--- config.mk ---
export PLATFORM = sky130hd
export DESIGN_NAME = data_mem_responder
export DESIGN_NICKNAME = d
export VERILOG_FILES = /design/src/rtl/data_mem_responder.sv
export SDC_FILE = /design/constraint.sdc
export NUM_CORES = 2
export LEC_CHECK = 0
export BUFFER_PORTS_ARGS = -buffer_cell sky130_fd_sc_hd__buf_2
export CAP_MARGIN = 0
export CORE_ASPECT_RATIO = 0.7
export CORE_MARGIN = 10
export CORE_UTILIZATION = 35
export CTS_CLUSTER_SIZE = 14
export DETAILED_ROUTE_END_ITERATION = 8
export GPL_ROUTABILITY_DRIVEN = 0
export HOLD_SLACK_MARGIN = 0.05
export SETUP_SLACK_MARGIN = 0.05
export SYNTH_ARGS = -nofsm -noshare
export SYNTH_HDL_FRONTEND = slang
export SYNTH_SLANG_ARGS = --single-unit
--- constraint.sdc ---
create_clock -name clk -period 5 [get_ports clk]
set_input_delay 0.75 -clock clk [delete_from_list [all_inputs] [get_ports clk]]
set_output_delay 0.75 -clock clk [all_outputs]
set_load 0.05 [all_outputs]
--- src/rtl/data_mem_responder.sv ---
// Word-addressed data memory slave with a fixed-latency req/ready handshake.
// It also watches for a signature store that reports a pass/fail verdict.
module data_mem_responder #(
    parameter int DEPTH_WORDS = 64,
    parameter int WAIT_CYCLES = 2,
    parameter int SIG_ADDR    = 100,
    parameter int SIG_VALUE   = 3
) (
    input  logic        clk,
    input  logic        reset,
    input  logic        req,
    input  logic        we,
    input  logic [31:0] addr,
    input  logic [31:0] wdata,
    output logic        ready,
    output logic [31:0] rdata,
    output logic        done,
    output logic        pass,
    output logic        err
);

    localparam int          LP_AW        = (DEPTH_WORDS > 1) ? $clog2(DEPTH_WORDS) : 1;
    localparam logic [31:0] LP_BYTES     = 32'(4 * DEPTH_WORDS);
    localparam logic [31:0] LP_SIG_ADDR  = 32'(SIG_ADDR);
    localparam logic [31:0] LP_SIG_VALUE = 32'(SIG_VALUE);
    localparam logic [3:0]  LP_WAIT_LAST = (WAIT_CYCLES > 0) ? 4'(WAIT_CYCLES - 1) : 4'd0;
    localparam logic        LP_NO_WAIT   = (WAIT_CYCLES == 0);

    typedef enum logic [1:0] {
        ST_IDLE,
        ST_WAIT,
        ST_RESP
    } state_t;

    state_t      r_state;
    state_t      w_next_state;
    logic [3:0]  r_wait_cnt;
    logic [3:0]  w_next_cnt;

    logic        r_we;
    logic [31:0] r_addr;
    logic [31:0] r_wdata;

    logic [31:0] r_mem [DEPTH_WORDS];

    logic             w_enter_resp;
    logic             w_cur_we;
    logic [31:0]      w_cur_addr;
    logic [31:0]      w_cur_wdata;
    logic             w_legal;
    logic [LP_AW-1:0] w_idx;

    // NOTE: every signal written in always_comb gets a default first, so no path can infer a latch.
    always_comb begin
        w_next_state = r_state;
        w_next_cnt   = r_wait_cnt;
        case (r_state)
            ST_IDLE: begin
                if (req) begin
                    w_next_state = LP_NO_WAIT ? ST_RESP : ST_WAIT;
                    w_next_cnt   = 4'd0;
                end
            end
            ST_WAIT: begin
                if (r_wait_cnt == LP_WAIT_LAST) begin
                    w_next_state = ST_RESP;
                    w_next_cnt   = 4'd0;
                end else begin
                    w_next_cnt = r_wait_cnt + 4'd1;
                end
            end
            ST_RESP: w_next_state = ST_IDLE;
            default: w_next_state = ST_IDLE;
        endcase
    end

    // With no wait states the response edge is the acceptance edge, so use the live inputs.
    assign w_enter_resp = (w_next_state == ST_RESP);
    assign w_cur_we     = (r_state == ST_IDLE) ? we    : r_we;
    assign w_cur_addr   = (r_state == ST_IDLE) ? addr  : r_addr;
    assign w_cur_wdata  = (r_state == ST_IDLE) ? wdata : r_wdata;
    assign w_legal      = (w_cur_addr[1:0] == 2'b00) && (w_cur_addr < LP_BYTES);
    assign w_idx        = w_cur_addr[LP_AW+1:2];

    // NOTE: sequential state uses non-blocking assignments so every register samples pre-edge values.
    always_ff @(posedge clk or posedge reset) begin
        if (reset) begin
            r_state    <= ST_IDLE;
            r_wait_cnt <= 4'd0;
            r_we       <= 1'b0;
            r_addr     <= 32'd0;
            r_wdata    <= 32'd0;
        end else begin
            r_state    <= w_next_state;
            r_wait_cnt <= w_next_cnt;
            if (r_state == ST_IDLE && req) begin
                r_we    <= we;
                r_addr  <= addr;
                r_wdata <= wdata;
            end
        end
    end

    always_ff @(posedge clk or posedge reset) begin
        if (reset) begin
            rdata <= 32'd0;
            done  <= 1'b0;
            pass  <= 1'b0;
            err   <= 1'b0;
        end else if (w_enter_resp) begin
            if (!w_legal) begin
                err <= 1'b1;
                if (!w_cur_we) begin
                    rdata <= 32'd0;
                end
            end else if (w_cur_we) begin
                // Only the first legal signature store decides the verdict.
                if (w_cur_addr == LP_SIG_ADDR && !done) begin
                    done <= 1'b1;
                    pass <= (w_cur_wdata == LP_SIG_VALUE) && !err;
                end
            end else begin
                rdata <= r_mem[w_idx];
            end
        end
    end

    // NOTE: the memory array has no reset; contents survive reset and map to plain RAM.
    always_ff @(posedge clk) begin
        if (!reset && w_enter_resp && w_legal && w_cur_we) begin
            r_mem[w_idx] <= w_cur_wdata;
        end
    end

    assign ready = (r_state == ST_RESP);

endmodule
==> qor.txt <==
outcome - complete, but fails checks
failing checks - max-capacitance violations, max-slew violations
adder-cell area share of the yosys netlist - 0.03124%
share of final-layout standard cells stronger than drive strength 1 - 16.21%
Min-Delay Path Depth - 3
post-cts hold buffer count - 0
RSZ-0062 raised after global routing - no
DP Area - 87660 sq um
worst hold slack across all endpoints - 113.8 ps
clk sink count - 2154
xor and xnor fraction of the mapped netlist area - 0%
final setup vio count - 0
wire length per cell after detailed routing - 35.32 microns
clock period minus final worst setup slack - 4561 ps
Pwr per Cell Area - 630.8 nW/um^2
maximum capacitance violations - 1
Util after Layout - 41.27%
terminus of the critical flop-to-flop path - rdata[26]
chip height - 420.2 microns
Total Nets Final - 5611
wire length of the first global-routing pass - 417.4 mm
Top Family by Delay on Critical Path - compound AO/OA/AOI/OAI gates
Synth Net Count - 5224
TritonCTS buffer count - 197
number of buffer and inverter instances along the worst setup path - 1
Area Overhead vs Synth - 16.91%
Final Hold Vio Count - 0
Data required, critical path - 5780 ps
violation count after the first detailed-route iteration - 11270
clock transition at the registers of the reported paths - 70 ps
max_slew headroom - -0.8713%
Synth cell types - 63
Hold Crit Class - input port to flop
Synth async-reset ratio - 4.921%
share of the clock period used by the worst path after layout - 91.22%
crit path kind - flop to flop
static leakage - 30.72 nW
maximum clock path buffer count - 4
number of fill cells - 20330
combined flip-flop and latch cell area - 64150 sq um
effective utilization at floorplan - 35.30%
number of buffer cells added on primary ports - 103
most frequently used flop master after synthesis - sky130_fd_sc_hd__edfxtp_1
Mean Syn Cell Area - 15.54 sq um
Setup crit start - r_state[1]
aggregate global routing overflow - 0
CTS HTree Levels - 4
crit end category - flop
Yosys warning total - 0
overall die width - 591.8 microns
post-synthesis simple-gate area fraction - 7.828%
Global Route Usage Sum - 23.79%
routed vias/inst - 6.226
multiplexer share of the synthesized area - 0.5765%
total via count after detailed routing - 54320
startpoint of the most critical register-to-register path - r_state[1]
Arrival @ worst endpoint - 5340 ps
CP max FO - 26
synthesis-stage register bit count - 2154
Boundary Pins - 104
gate count after technology mapping - 5154
sequential share of the synthesized area - 80.10%
post-route DRC violation count - 0
EDFF count, synth - 2048
worst clock skew - 50.56 ps
combinational family with the most area after synthesis - compound AO/OA/AOI/OAI gates
largest net degree at the start of global routing - 90
worst min-delay path startpoint - wdata[0]
final cell area excluding filler cells - 93630 sq um
endpoint of the worst hold-timing path - r_wdata[0]
CORE AREA - 226900 sq um
clock root buffer master - sky130_fd_sc_hd__clkbuf_16
Site Rows - 146
worst slew pin tran - 1506 ps
max-slew violation count - 2
Worst Reg-to-Reg Cells - 8
cell chain of the critical path - nor2_4 -> mux2_4 -> buf_4 -> nand2_1 -> a32o_1 -> o31ai_1 -> nand3_1 -> o41ai_1
crit start category - flop
clock insertion delay at the later pin of the skew report - 880 ps
slowest cell on the critical path - sky130_fd_sc_hd__o31ai_1
Pre-antenna DRT Iters - 7
sum of net half-perimeters after detailed placement - 188.9 mm
final wirelength - 308.2 mm
flop-to-flop setup slack - 440 ps
CTS tree - yes
vias in the first global route - 50110
compound-gate portion of the synthesized area - 9.691%
IR drop worst, VDD - 1.085 mV
worst stage delay on the critical path - 1170 ps
post-synthesis instance area - 80090 sq um
total area of multi-input combinational cells - 15300 sq um
Highest Clock Rate - 219.2 MHz
post-route antenna net violation count - 0
die area - 248700 sq um
antenna violations before repair - 32
-- placed cells by master (no fill, tap or decap), drive strengths merged, types with 106 or more instances in the layout --
cell type / count
nor2: 418
edfxtp: 2048
nor3: 188
nand2: 494
clkbuf: 286
o22ai: 636
a21oi: 371
dfrtp: 106
buf: 504
nor4: 142
-- how the worst max path moves through the flow --
stage                               to  cells past startpoint  slack [ps]
after floorplan           r_mem[10][0]                     10         760
after global placement       rdata[25]                     10         -10
after detailed placement     rdata[25]                     10         -20
after CTS                    rdata[25]                      9         180
after global routing         rdata[26]                      8         320
final                        rdata[26]                      8         440
-- stage by stage --
| stage | setup TNS, ps | instances | total power [mW] | setup slack [ps] |
|---|---|---|---|---|
| 2_1_floorplan | 0 | 5154 | 32.81 | 763.9 |
| 3_3_place_gp | -12.54 | 8369 | 43.76 | -12.54 |
| 3_5_place_dp | -22.63 | 8369 | 43.99 | -22.63 |
| 4_1_cts | 0 | 8708 | 58.12 | 177.0 |
| 5_1_grt | 0 | 8715 | 60.11 | 316.4 |
| 6_report | 0 | 8724 | 59.07 | 439.0 |
-- where the power goes --
group | internal, mW | total (mW) | switching (mW)
Sequential | 23.5 | 24.0 | 0.573
Clock | 7.83 | 14.5 | 6.67
Combinational | 4.73 | 20.5 | 15.8
Total | 36.0 | 59.1 | 23.1
-- layout make-up --
| cell class | instances | share of cell area, % |
|---|---|---|
| clock inverters | 53 | 0.4664 |
| flip-flops and latches | 2154 | 68.52 |
| inverters | 4 | 0.02138 |
| diodes | 9 | 0.02405 |
| multi-input cells | 2680 | 16.35 |
| well taps | 3034 | 4.054 |
| repair buffers | 504 | 4.768 |
| clock buffers | 286 | 5.805 |
-- cell families after synthesis --
group                    count (synthesis)
adder cells (fa/ha/maj)                  2
AND/OR/NAND/NOR                       1398
buffers and inverters                  320
flip-flops                            2154
AO/OA/AOI/OAI                         1236
multiplexers                            44
-- repair_timing --
item,in CTS,in global routing
resized for setup,0,2
endpoints found under the setup margin,0,1
setup buffers,0,7
-- registers in the layout, summed over array words and instances, names as in the netlist --
register,count
done,1
err,1
pass,1
r_addr,32
r_mem,2048
r_state,2
r_wait_cnt,4
r_wdata,32
r_we,1
rdata,32
-- worst reg2reg max path: stages, from the launching register on --
cell	delay [ps]
sky130_fd_sc_hd__dfrtp_1	590
sky130_fd_sc_hd__nor2_4	680
sky130_fd_sc_hd__mux2_4	770
sky130_fd_sc_hd__buf_4	350
sky130_fd_sc_hd__nand2_1	90
sky130_fd_sc_hd__a32o_1	250
sky130_fd_sc_hd__o31ai_1	1170
sky130_fd_sc_hd__nand3_1	210
sky130_fd_sc_hd__o41ai_1	390
-- Yosys cell counts (all sizes together), types with 4 or more instances --
cell type | instances | area share (%)
a311o | 5 | 0.062
or4 | 36 | 0.34
o22ai | 636 | 5.0
a21o | 4 | 0.037
o41ai | 4 | 0.044
a31o | 4 | 0.044
buf | 210 | 1.3
o22a | 9 | 0.098
or3 | 22 | 0.17
nor2b | 7 | 0.055
o221ai | 41 | 0.45
nor3b | 4 | 0.037
and3 | 13 | 0.10
or2 | 6 | 0.047
nor2 | 418 | 2.0
mux2i | 27 | 0.34
o31ai | 15 | 0.15
nor4b | 6 | 0.066
nor3 | 188 | 1.2
a32o | 33 | 0.41
a21oi | 371 | 2.3
a22o | 13 | 0.14
nor4 | 142 | 1.1
edfxtp | 2048 | 77
a22oi | 18 | 0.25
a311oi | 7 | 0.077
o21ai | 26 | 0.16
nand4 | 4 | 0.031
clkbuf | 106 | 0.50
nand2 | 494 | 2.3
dfrtp | 106 | 3.3
nand2b | 8 | 0.062
a31oi | 23 | 0.18
nand3 | 36 | 0.22
mux2 | 17 | 0.24
a222oi | 4 | 0.050
and2 | 6 | 0.047
inv | 4 | 0.019
-- layer usage --
layer | share of wire [%] | wire length (microns) | up-vias | track usage, %
li1 | - | - | 21180 | -
met1 | 39 | 118800 | 27550 | 33.88
met2 | 40 | 121800 | 4837 | 32.06
met3 | 18 | 54420 | 715 | 10.31
met4 | 4.2 | 12860 | 34 | 8.439
met5 | 0.078 | 239 | - | 0
No activity file was read; power rests on OpenSTA's default activity.
